File: src/rtl/dmem_arb_pkg.sv
`default_nettype none
// +------------------------------------------------------------------+
// | dmem_arb_pkg : shared state encodings and port indices            |
// | Rev 1.0                                                           |
// +------------------------------------------------------------------+
package dmem_arb_pkg;

  localparam logic [1:0] IDLE  = 2'd0;
  localparam logic [1:0] ISSUE = 2'd1;
  localparam logic [1:0] ACK   = 2'd2;

  localparam logic PORT0 = 1'b0;
  localparam logic PORT1 = 1'b1;

endpackage
`default_nettype wire

File: src/rtl/rr_arb2.sv
`default_nettype none
// +------------------------------------------------------------------+
// | rr_arb2 : two-way combinational round-robin pick                  |
// | Rev 1.0                                                           |
// +------------------------------------------------------------------+
module rr_arb2
  import dmem_arb_pkg::*;
(
  input  logic req0,
  input  logic req1,
  input  logic last,
  output logic gnt_valid,
  output logic gnt_idx
);

  // On contention the port that did not win last time goes next.
  always_comb begin
    gnt_valid = req0 | req1;
    gnt_idx   = PORT0;
    if (req0 && req1) begin
      gnt_idx = ~last;
    end else if (req1) begin
      gnt_idx = PORT1;
    end
  end

endmodule
`default_nettype wire

File: src/rtl/dmem_arbiter.sv
`default_nettype none
// +------------------------------------------------------------------+
// | dmem_arbiter : round-robin two-port arbiter for the data memory   |
// | Optional grant counters: define DMEM_ARB_STATS_EN. Rev 1.0        |
// +------------------------------------------------------------------+
module dmem_arbiter
  import dmem_arb_pkg::*;
#(
  parameter int ADDR_W = 16,
  parameter int DATA_W = 64,
  parameter int CNT_W  = 16
) (
  input  logic              clk,
  input  logic              rst,
  input  logic              req0,
  input  logic              we0,
  input  logic [ADDR_W-1:0] addr0,
  input  logic [DATA_W-1:0] wdata0,
  output logic              ack0,
  output logic [DATA_W-1:0] rdata0,
  input  logic              req1,
  input  logic              we1,
  input  logic [ADDR_W-1:0] addr1,
  input  logic [DATA_W-1:0] wdata1,
  output logic              ack1,
  output logic [DATA_W-1:0] rdata1,
  output logic [ADDR_W-1:0] mem_access_addr,
  output logic [DATA_W-1:0] mem_write_data,
  output logic              mem_write_en,
  output logic              mem_read,
  input  logic [DATA_W-1:0] mem_read_data
`ifdef DMEM_ARB_STATS_EN
  ,
  output logic [CNT_W-1:0]  grant_cnt0,
  output logic [CNT_W-1:0]  grant_cnt1
`endif
);

  logic [1:0] state;
  logic       last;
  logic       winner;
  logic       lat_we;
  logic       gnt_valid;
  logic       gnt_idx;

  rr_arb2 u_rr (
    .req0      (req0),
    .req1      (req1),
    .last      (last),
    .gnt_valid (gnt_valid),
    .gnt_idx   (gnt_idx)
  );

  // Address/data registers double as the request latch, so they hold
  // between accesses and the memory read path never sees a glitch.
  always_ff @(posedge clk or posedge rst) begin
    if (rst) begin
      state           <= IDLE;
      last            <= PORT1;
      winner          <= PORT0;
      lat_we          <= 1'b0;
      mem_access_addr <= '0;
      mem_write_data  <= '0;
      rdata0          <= '0;
      rdata1          <= '0;
    end else begin
      case (state)
        IDLE: begin
          if (gnt_valid) begin
            winner          <= gnt_idx;
            last            <= gnt_idx;
            lat_we          <= (gnt_idx == PORT1) ? we1 : we0;
            mem_access_addr <= (gnt_idx == PORT1) ? addr1 : addr0;
            mem_write_data  <= (gnt_idx == PORT1) ? wdata1 : wdata0;
            state           <= ISSUE;
          end
        end
        ISSUE: begin
          if (!lat_we) begin
            if (winner == PORT1) rdata1 <= mem_read_data;
            else                 rdata0 <= mem_read_data;
          end
          state <= ACK;
        end
        default: state <= IDLE;
      endcase
    end
  end

  // Decoded from state so that reset drops strobes and acks immediately.
  assign mem_write_en = (state == ISSUE) &&  lat_we;
  assign mem_read     = (state == ISSUE) && !lat_we;
  assign ack0         = (state == ACK) && (winner == PORT0);
  assign ack1         = (state == ACK) && (winner == PORT1);

`ifdef DMEM_ARB_STATS_EN
  always_ff @(posedge clk or posedge rst) begin
    if (rst) begin
      grant_cnt0 <= '0;
      grant_cnt1 <= '0;
    end else if (state == IDLE && gnt_valid) begin
      if (gnt_idx == PORT0 && grant_cnt0 != '1) grant_cnt0 <= grant_cnt0 + 1'b1;
      if (gnt_idx == PORT1 && grant_cnt1 != '1) grant_cnt1 <= grant_cnt1 + 1'b1;
    end
  end
`else
  logic unused_cnt_w;
  assign unused_cnt_w = (CNT_W > 0);
`endif

endmodule
`default_nettype wire

File: config.mk
export PLATFORM = sky130hd
export DESIGN_NAME = dmem_arbiter
export DESIGN_NICKNAME = d
export VERILOG_FILES = /design/src/rtl/dmem_arb_pkg.sv /design/src/rtl/rr_arb2.sv /design/src/rtl/dmem_arbiter.sv
export SDC_FILE = /design/constraint.sdc
export NUM_CORES = 1
export LEC_CHECK = 0
export ABC_CLOCK_PERIOD_IN_PS = 7700
export BUFFER_PORTS_ARGS = -buffer_cell sky130_fd_sc_hd__buf_2
export CAP_MARGIN = 20
export CORE_AREA = 5 5 171 173
export CTS_BUF_LIST = sky130_fd_sc_hd__clkbuf_16
export DETAILED_ROUTE_END_ITERATION = 8
export DIE_AREA = 0 0 176 178
export HOLD_SLACK_MARGIN = 0.1
export PLACE_DENSITY_LB_ADDON = 0.3
export SLEW_MARGIN = 10
export SYNTH_ARGS = -nofsm -noshare
export SYNTH_HDL_FRONTEND = slang
export SYNTH_SLANG_ARGS = --single-unit
File: constraint.sdc
create_clock -name clk -period 7.7 [get_ports clk]
set_input_delay 1.155 -clock clk [delete_from_list [all_inputs] [get_ports clk]]
set_output_delay 1.155 -clock clk [all_outputs]
set_load 0.02 [all_outputs]
# Yosys cells after proc, flatten, opt, wreduce, memory -nomap -nowiden
# Index checks and enable logic that the tools add are counted.
[totals]
ff_bits = 213
out_inout_bits = 212
in_bits = 230
elab_cells = 32
[classes]
mux = 7
eq_ne = 3
bitwise = 4
reduce_logical = 10
[op_table]
columns = ["op", "n"]
rows = [
  ["two-way mux 64 bit", 1],
  ["two-way mux 16 bit", 1],
  ["AND reduction 3 bit", 2],
  ["logical AND 1 bit", 5],
  ["one-hot mux 2 bit (2 select lines)", 1],
  ["two-way mux 1 bit", 3],
  ["NOT 1 bit", 3],
  ["== test 2 x 1 -> 1 bit (second input constant)", 1],
  ["== test 2 bit (second input constant)", 1],
  ["logical NOT 2 bit", 1],
  ["two-way mux 2 bit", 1],
  ["!= test 2 bit (second input constant)", 1],
  ["AND reduction 2 bit", 1],
  ["logical NOT 1 bit", 1],
  ["OR 1 bit", 1],
]

# Depth between registers and ports, before layout
# Gate-level depths: netlist of the first run.
[logic_depth]
ltp_word = 3
mapped_depth = 5
mapped_depth_nobuf = 3

# Hierarchy
# Synthesis of the first run repeated with hierarchy kept, for this count alone.
[unflattened]
cells_unflattened = 548
hier_area_um2 = 9551.7
[by_module_without_submodules]
columns = ["mod", "n_inst", "seq_area_each_um2", "area_per_inst_um2", "cells_each"]
rows = [
  ["dmem_arbiter", 1, 5331.4, 9537.9, 546],
  ["rr_arb2", 1, 0.0, 13.8, 2],
]

# Worst setup path after synthesis of the first run
# Ideal clock, no wire load.
[synth_path]
path_kind = "input port to flip-flop"
startpoint = "input req1"
endpoint = "register mem_access_addr[0]"
t_required_ns = 7.575
setup_time_ns = 0.125
arrival_ns = 2.184
stages = 5
slack_ns = 5.391
path_buffers = 2
cell_sequence = "a21bo_1 -> buf_6 -> buf_6 -> mux2_4 -> mux2_4"
[synth_via]
elab_chain_len = 3
elab_cells_between_ends = 6
classes_between = "mux: 3; bitwise: 1; reduce/logical: 2"
[synth_lines]
columns = ["element", "line_no", "source"]
rows = [
  ["from (decl)", "dmem_arbiter.sv:21", "input logic req1,"],
  ["two-way mux 1 bit or logical AND 1 bit (tied branches)", "rr_arb2.sv:22, rr_arb2.sv:20", ""],
  ["two-way mux 1 bit", "rr_arb2.sv:20", "if (req0 && req1) begin"],
  ["two-way mux 16 bit", "dmem_arbiter.sv:73", "mem_access_addr <= (gnt_idx == PORT1) ? addr1 : addr0;"],
  ["to (signal assigned)", "dmem_arbiter.sv:73", ""],
  ["to (decl)", "dmem_arbiter.sv:27", "output logic [ADDR_W-1:0] mem_access_addr,"],
]
# Several ways; a longest one is shown, not always the timed one.
# A chain may end at the register's enable or synchronous reset.

# Worst setup path after layout of the first run
[layout_path]
startpoint = "input req1"
endpoint = "register mem_access_addr[8]"
# Same word-level chain as after synthesis.

==> qor.txt, run 1 <==
largest net degree at the start of global routing - 79
Hold Buf Count CTS - 0
Tightest Hold Check Type - reg -> reg
Final TNS setup - 0 ps
routability cong. - 0.766
Skew-Pair Late Insertion Delay - 510 ps
Slew Viols, Final - 0
Synth Instances - 550
CP arrival - 3500 ps
Tot GR Track Use - 15.9%
Final Cycle Share - 40.4%
worst-margin pin slew - 966 ps
I/O Pins - 442
Starting Density - 34.9%
CP Max Fanout - 42
layout cells sized above 1 - 64.9%
fmax - 321 MHz
total internal power - 3.54 mW
Clock Path Buffers - 3
routed vias - 6219
GRT overflow - 0
clk root buf - clkbuf_16
status - finished, final reports clean
Ys Warns - 0
Fin. Hold Viols - 0
synthesized flop and latch total - 213
dpl ws - 4050 ps
# fillers - 2530
drc violations - 0
CTS tree - built
relative slew slack - 35.6%
DRT antenna net count - 0
drt wl/cell - 19.4 µm
Reg power frac - 34.6%
Seq/Total Area, Yosys - 55.6%
initial antenna violation count - 6
DRT iter0 DRCs - 222
pwr dens - 452 mW/mm²
vias in the first global route - 6832
Total Wirelength - 26.3 mm
unique cell type count in the Yosys netlist - 19
Sink Count - 213
IO Port Bufs - 441
die width - 176 µm
Final nets - 1221
htree depth - 1
core area - 0.0275 mm²
Vias/cell - 4.59
unrepaired setup endpoints after global routing - false
first-pass GRT wire length - 39.6 mm
Sw Share - 38.5%
Max VDD drop - 0.386 mV
Final WS setup - 4590 ps
Max Cap Viol - 0
Post-DP HPWL - 19.7 mm
Pleak - 6.62 nW
final setup fails - 0
Crit Path Class - in -> reg
Layout area overhead - 32.9%
CP endpoint kind - register
Layout Skew - 11.8 ps
Comb power frac - 46.9%
First-pass DRT Iterations - 4
die height - 178 µm
post-CTS setup buffer count - 0
Power, Total - 5.75 mW
net load switching power - 2.22 mW
synthesized cell area - 0.00959 mm²
Tmin final - 3110 ps
Syn Area/Cell - 17.4 µm²
CTS Buf Count - 24
multi-input logic area - 0.00397 mm²
Clock Power Share - 18.5%
syn nets - 780
Req. time, crit path - 8090 ps
CP startpoint kind - input pin
post_cts resized - 0
Clock Pin Slew Worst Setup and Hold Paths - 60 ps
Rows - 61
sequential cell area - 0.00533 mm²
Die ar. - 0.0313 mm²
worst paths after layout:
check / from / end / slack, ps / cells past startpoint
max: req1 / mem_access_addr[8] / 4590 / 5
min: rdata0[48] / rdata0[48] / 480 / 1
min in group asynchronous: rst / mem_write_data[63] / 680 / 2
min reg2reg: rdata0[48] / rdata0[48] / 480 / 1
max in group asynchronous: rst / rdata0[23] / 5650 / 3
max reg2reg: state[0] / mem_access_addr[8] / 4840 / 4
logic make-up (layout without fill, tap and decap cells):
logic type | count (synthesis) | in the layout | share of synthesized area (%)
mux | 290 | 290 | 40.3
flops | 213 | 213 | 55.6
buf+inv | 34 | 493 | 3.16
simple gates | 8 | 8 | 0.587
compound gates | 5 | 5 | 0.392
other cells | 0 | 1 | 0
per-layer routing:
metal | track usage [%] | part of all wire [%] | up-vias
met1 | 18.8 | 38 | 3027
li1 | - | - | 2851
met3 | 7.91 | 12 | 41
met2 | 26.3 | 47 | 292
met5 | 0 | 0.25 | -
met4 | 3.48 | 1.6 | 8
sequential cells by signal, summed over array words and instances, names as in the netlist:
| register | cells |
|---|---|
| winner | 1 |
| rdata0 | 64 |
| mem_access_addr | 16 |
| last | 1 |
| rdata1 | 64 |
| lat_we | 1 |
| state | 2 |
| mem_write_data | 64 |
critical path, stage by stage:
cell	delay (ps)
buf_2	120
a21bo_4	740
buf_4	740
mux2_2	410
mux2_2	250
cell type report:
type / count / area share (%)
antenna: 1 / 0.0196
tap: 346 / 3.40
inverter: 2 / 0.118
timing repair buffer: 447 / 17.7
sequential: 213 / 41.9
clock buffer: 25 / 4.91
multi-input combinational: 303 / 31.2
clock inverter: 19 / 0.845
layout by cell type (no fill, tap or decap), drive strengths merged, types with 3 or more instances in the layout:
cell type and instances:
inv 11, nor3b 3, buf 447, and2 3, dfrtp 212, mux2 290, clkinv 9, clkbuf 25
per-stage QoR:
step                util [%]  hold slack (ps)  instance area, µm²  std cells
global route            46.4              495               12700       1356
detailed placement      43.7              469               12000       1311
floorplan                  -              497                9590        550
global placement        43.7              462               12000       1311
finish                  46.4              476               12700       1356
CTS                     46.3              482               12700       1355
Yosys cell counts:
master     n  area [µm²]
nor2b_1    1        6.26
a21oi_1    1        5.00
a21bo_1    1        10.0
o21a_1     1        7.51
buf_6     16         180
a31oi_1    1        6.26
mux2_4   158        2370
nor3b_1    2        15.0
and2_1     3        18.8
inv_1      2        7.51
nor2_1     1        3.75
mux2_1   120        1350
buf_4     14         105
dfstp_2    1        26.3
nor3b_2    1        12.5
dfrtp_1  212        5310
buf_2      2        10.0
o32ai_1    1        8.76
mux2_2    12         135
power by group through the flow:
stage / logic (mW) / registers [mW] / clock network, mW
floorplan: 1.19 / 2.68 / 0
global placement: 2.71 / 1.99 / 0
detailed placement: 2.75 / 2.00 / 0
CTS: 2.75 / 2.00 / 1.11
global route: 2.88 / 2.07 / 1.15
finish: 2.70 / 1.99 / 1.06
No activity file was read; power rests on OpenSTA's default activity.
==> run 2: changes to the inputs <==
ABC_CLOCK_PERIOD_IN_PS = 2500   (was 7700)
CORE_AREA = 5 5 170 172   (was 5 5 171 173)
DIE_AREA = 0 0 175 177   (was 0 0 176 178)
clock period = 2.5 ns   (was 7.7 ns; I/O delays follow)
==> run 2 against run 1 <==
Effect of this change: sequential cell count unchanged; combinational power rose to 3.2 times the previous value; core utilization up 3.5 points; worst setup slack worse by 4000 ps; wire length up 3.7%; total power rose to 3.2 times the previous value; via count up 4.6%; die area down 1.1%; first-iteration DRC count up 1.8%; critical path depth down 1; largest cell class unchanged; largest power group unchanged.
==> qor.txt, run 2 (synthesized netlist as in run 1, its figures left out) <==
status - finished, final reports clean (unchanged)
CP arrival - 2320 ps (was 3500 ps)
IO Port Bufs - 441 (unchanged)
design area - 0.0136 mm² (was 0.0127 mm²)
cell total after placement - 1326 (was 1311)
Tmin final - 1930 ps
CP startpoint kind - register (was input pin)
Slew Viols, Final - 0 (unchanged)
Die ar. - 0.0310 mm² (was 0.0313 mm²)
GRT overflow - 0 (unchanged)
fmax - 518 MHz
# fillers - 2388 (was 2530)
unrepaired setup endpoints after global routing - false (unchanged)
Post-DP HPWL - 20.6 mm (was 19.7 mm)
vias in the first global route - 7442 (was 6832)
Vias/cell - 4.55 (was 4.59)
Req. time, crit path - 2890 ps (was 8090 ps)
Crit Path Class - reg -> reg (was in -> reg)
CTS Buf Count - 24 (unchanged)
Tightest Hold Check Type - in -> reg (was reg -> reg)
crit path max-delay cell type - o21a_4 (was a21bo_4)
Final nets - 1294 (was 1221)
pwr dens - 1340 mW/mm² (was 452 mW/mm²)
layout cells sized above 1 - 62.2% (was 64.9%)
post-CTS setup buffer count - 0 (unchanged)
worst-margin pin slew - 701 ps (was 966 ps)
CP Max Fanout - 20 (was 42)
Tot GR Track Use - 17.1% (was 15.9%)
Final TNS setup - 0 ps (unchanged)
Starting Density - 35.1% (was 34.9%)
Power, Total - 18.3 mW (was 5.75 mW)
Layout Skew - 8.19 ps (was 11.8 ps)
core area - 0.0273 mm² (was 0.0275 mm²)
CP endpoint kind - register (unchanged)
routed vias - 6503 (was 6219)
Fin. Hold Viols - 0 (unchanged)
Layout area overhead - 42.1% (was 32.9%)
Skew-Pair Late Insertion Delay - 510 ps (about the same)
Final Cycle Share - 77.3%
htree depth - 1 (unchanged)
worst path cell trace - nor2_1 > o21a_4 > buf_12 > mux2_4 (was buf_2 > a21bo_4 > buf_4 > mux2_2 > mux2_2)
leading cell type in the layout, fill and taps excluded - buf_2 (unchanged)
DRT iter0 DRCs - 226 (was 222)
drc violations - 0 (unchanged)
I/O Pins - 442 (unchanged)
final setup fails - 0 (unchanged)
Total Wirelength - 27.2 mm (was 26.3 mm)
Clock Path Buffers - 3 (unchanged)
largest net degree at the start of global routing - 123 (was 79)
die width - 175 µm (was 176 µm)
WHS - 134 ps (was 476 ps)
First-pass DRT Iterations - 4 (unchanged)
first-pass GRT wire length - 42.0 mm (was 39.6 mm)
CP max stage delay - 490 ps (was 740 ps)
clk root buf - clkbuf_16 (unchanged)
relative slew slack - 53.3% (was 35.6%)
routability cong. - 0.795 (was 0.766)
Sink Count - 213 (unchanged)
top flop regs - mem_write_data: 64 flops, rdata0: 64 flops, rdata1: 64 flops (unchanged)
Max VDD drop - 0.743 mV (was 0.386 mV)
DRT antenna net count - 0 (unchanged)
initial antenna violation count - 6 (unchanged)
CTS tree - built (unchanged)
Pleak - 6.98 nW (was 6.62 nW)
Rows - 61 (unchanged)
most frequent cells in the layout - buf_2 (441), dfrtp_1 (212), mux2_4 (158) (unchanged)
Clock Pin Slew Worst Setup and Hold Paths - 60 ps (about the same)
drt wl/cell - 19.1 µm (was 19.4 µm)
Area after DPL - 0.0123 mm² (was 0.0120 mm²)
Max Cap Viol - 0 (unchanged)
fin cells - 1428 (was 1356)
die height - 177 µm (was 178 µm)
[run 2: cell type report]
cell class                      instances  area [µm²]  area share [%]
Inverter                                2        11.3          0.0827
Tap cell                              346         433            3.18
Antenna cell                            3        7.51          0.0551
Sequential cell                       213        5330            39.1
Clock inverter                         16         123           0.900
Clock buffer                           25         626            4.59
Multi-Input combinational cell        303        3970            29.1
Timing Repair Buffer                  520        3120            22.9
[run 2: worst paths after layout]
check	start	to	slack, ps	depth (start not counted)
setup reg to reg	state[0]	mem_access_addr[0]	570	4
max in group asynchronous	rst	rdata0[62]	1300	4
hold reg to reg	rdata1[43]	rdata1[43]	480	1
min in group asynchronous	rst	mem_write_data[38]	590	4
hold / removal	mem_read_data[48]	rdata1[48]	130	2
setup / recovery	state[0]	mem_access_addr[0]	570	4
[run 2: stage by stage]
step,util [%],worst slack [ps]
global route,49.8,457
CTS,49.8,526
floorplan,-,-644
global placement,45.0,566
finish,49.8,568
detailed placement,45.0,538
[run 2: metal layers]
metal  track usage [%]  vias to the layer above  share of wire, %
met3              5.68                       48               8.6
met1              19.5                     3171                38
met2              30.7                      291                51
met4              4.88                        4               2.5
li1                  -                     2989                 -
met5                 0                        -              0.10
[run 2: repair_timing]
item                                   CTS  global route
hold buffers                            58             0
endpoints found under the hold margin  198             0
setup endpoints to repair                0             0
gates resized for setup                  0             0
[run 2: worst max-delay path: cells and delay by family, from the launching register on]
kind	cells	cell delay, ps
multiplexers	1	310
buffers and inverters	1	240
flip-flops	1	420
AO/OA/AOI/OAI	1	490
AND/OR/NAND/NOR	1	330
[run 2: where the power goes]
group | leakage, nW | total (mW) | switching (mW) | internal, mW
logic | 4.07 | 8.73 | 4.67 | 4.06
registers | 2.53 | 6.16 | 0.921 | 5.24
clock network | 0.385 | 3.38 | 1.38 | 2.00
==> run 3: changes to the inputs <==
ABC_CLOCK_PERIOD_IN_PS = 1900   (was 2500)
CORE_AREA = 5 5 171 173   (was 5 5 170 172)
DIE_AREA = 0 0 176 178   (was 0 0 175 177)
clock period = 1.9 ns   (was 2.5 ns; I/O delays follow)
==> run 3 against run 2 <==
Effect of this change: via count is 0.89% higher; core utilization grew 0.092 points; non-clock buffer count increased by 14; critical path depth unchanged; critical endpoint is now rdata1[38]; combinational power is 31% higher; wire length shrank 1.6%; first-iteration DRC count rose by 5.8%; largest power group unchanged.
==> qor.txt, run 3 (synthesized netlist as in run 1, its figures left out) <==
CP startpoint kind - register (unchanged)
DRT iter0 DRCs - 239 (was 226)
GRT overflow - 0 (unchanged)
Layout area overhead - 43.1% (was 42.1%)
clk root buf - clkbuf_16 (unchanged)
Sink Count - 213 (unchanged)
first-pass GRT wire length - 41.2 mm (was 42.0 mm)
Layout Skew - 12.0 ps (was 8.19 ps)
dpl ws - 142 ps (was 538 ps)
Final TNS setup - 0 ps (unchanged)
routability cong. - 0.768 (was 0.795)
CTS tree - built (unchanged)
Hold Buf Count CTS - 68 (was 58)
Skew-Pair Late Insertion Delay - 510 ps (about the same)
Final nets - 1307 (was 1294)
# fillers - 2370 (was 2388)
Final Cycle Share - 91.9% (was 77.3%)
Pleak - 7.02 nW (was 6.98 nW)
fmax - 573 MHz (was 518 MHz)
largest net degree at the start of global routing - 97 (was 123)
Area after DPL - 0.0123 mm² (about the same)
Max VDD drop - 0.898 mV (was 0.743 mV)
CP endpoint kind - register (unchanged)
post-CTS setup buffer count - 0 (unchanged)
Slew Viols, Final - 0 (unchanged)
Clock Pin Slew Worst Setup and Hold Paths - 60 ps (about the same)
hold endpoint - mem_write_data[8] (was rdata1[48])
Vias/cell - 4.56 (was 4.55)
Worst R2R End - rdata1[38] (was mem_access_addr[0])
Starting Density - 34.9% (was 35.1%)
I/O Pins - 442 (unchanged)
Req. time, crit path - 2280 ps (was 2890 ps)
vias in the first global route - 7271 (was 7442)
fin cells - 1440 (was 1428)
layout cells sized above 1 - 61.8% (was 62.2%)
Fin. Hold Viols - 0 (unchanged)
die width - 176 µm (was 175 µm)
leading cell type in the layout, fill and taps excluded - buf_2 (unchanged)
Die ar. - 0.0313 mm² (was 0.0310 mm²)
routed vias - 6561 (was 6503)
Tmin final - 1750 ps (was 1930 ps)
Clock Path Buffers - 3 (unchanged)
core area - 0.0275 mm² (was 0.0273 mm²)
top flop regs - mem_write_data: 64 flops, rdata0: 64 flops, rdata1: 64 flops (unchanged)
First-pass DRT Iterations - 4 (unchanged)
post_cts resized - 0 (unchanged)
hold path cells - 3 (was 2)
FF-to-FF setup slack - 150 ps (was 570 ps)
CP Max Fanout - 18 (was 20)
fin util - 49.9% (was 49.8%)
Tightest Hold Check Type - in -> reg (unchanged)
pwr dens - 1740 mW/mm² (was 1340 mW/mm²)
initial antenna violation count - 4 (was 6)
final setup fails - 0 (unchanged)
R2R Path Start - state[1] (was state[0])
Tot GR Track Use - 16.5% (was 17.1%)
drc violations - 0 (unchanged)
status - finished, final reports clean (unchanged)
most frequent cells in the layout - buf_2 (441), dfrtp_1 (212), mux2_4 (158) (unchanged)
DRT antenna net count - 0 (unchanged)
cell total after placement - 1330 (was 1326)
CP arrival - 2130 ps (was 2320 ps)
Hold Crit Start - wdata1[8] (was mem_read_data[48])
Total Wirelength - 26.8 mm (was 27.2 mm)
Final WS setup - 154 ps (was 568 ps)
Rows - 61 (unchanged)
FF-to-FF path depth - 4 (unchanged)
IO Port Bufs - 441 (unchanged)
worst-margin pin slew - 540 ps (was 701 ps)
relative slew slack - 64.0% (was 53.3%)
Post-DP HPWL - 20.4 mm (was 20.6 mm)
die height - 178 µm (was 177 µm)
htree depth - 1 (unchanged)
Max Cap Viol - 0 (unchanged)
design area - 0.0137 mm² (was 0.0136 mm²)
CTS Buf Count - 23 (was 24)
Crit Path Class - reg -> reg (unchanged)
unrepaired setup endpoints after global routing - false (unchanged)
drt wl/cell - 18.6 µm (was 19.1 µm)
-- run 3: through the flow --
step	hold slack, ps	power [mW]
finish	126	23.9
global placement	462	19.4
detailed placement	454	19.6
CTS	100	24.3
global route	104	25.3
floorplan	355	15.7
-- run 3: worst max-delay path by stage --
stage,depth (start not counted),start,slack [ps],to
after global routing,4,state[1],60,rdata1[39]
after floorplan,1,rst,-1150,lat_we
after detailed placement,4,state[1],140,rdata1[33]
after global placement,4,last,200,mem_write_data[23]
after CTS,4,state[1],120,rdata1[33]
final,4,state[1],150,rdata1[38]
-- run 3: critical path: stages, from the launching register on --
cell     delay [ps]
dfrtp_1         430
nor3b_2         240
and2_2          380
buf_12          220
mux2_1          330
-- run 3: layer usage --
layer / track usage, % / routed length (µm)
met2: 29.0 / 13200
met5: 0 / 41
met4: 3.77 / 550
met1: 19.9 / 10600
met3: 5.34 / 2380
-- run 3: power by group --
| group | internal [mW] | leakage, nW | switching (mW) |
|---|---|---|---|
| combinational | 5.31 | 4.12 | 6.08 |
| sequential | 6.89 | 2.53 | 1.21 |
| clock | 2.61 | 0.372 | 1.81 |
| total | 14.8 | 7.02 | 9.09 |
-- run 3: layout make-up --
class,instances,area (µm²),share of cell area [%]
diodes,1,2.50,0.0182
clock buffers,23,576,4.19
inverters,2,11.3,0.0821
clock inverters,18,161,1.18
multi-input cells,303,3970,28.9
well taps,346,433,3.15
repair buffers,534,3240,23.6
flip-flops and latches,213,5330,38.9
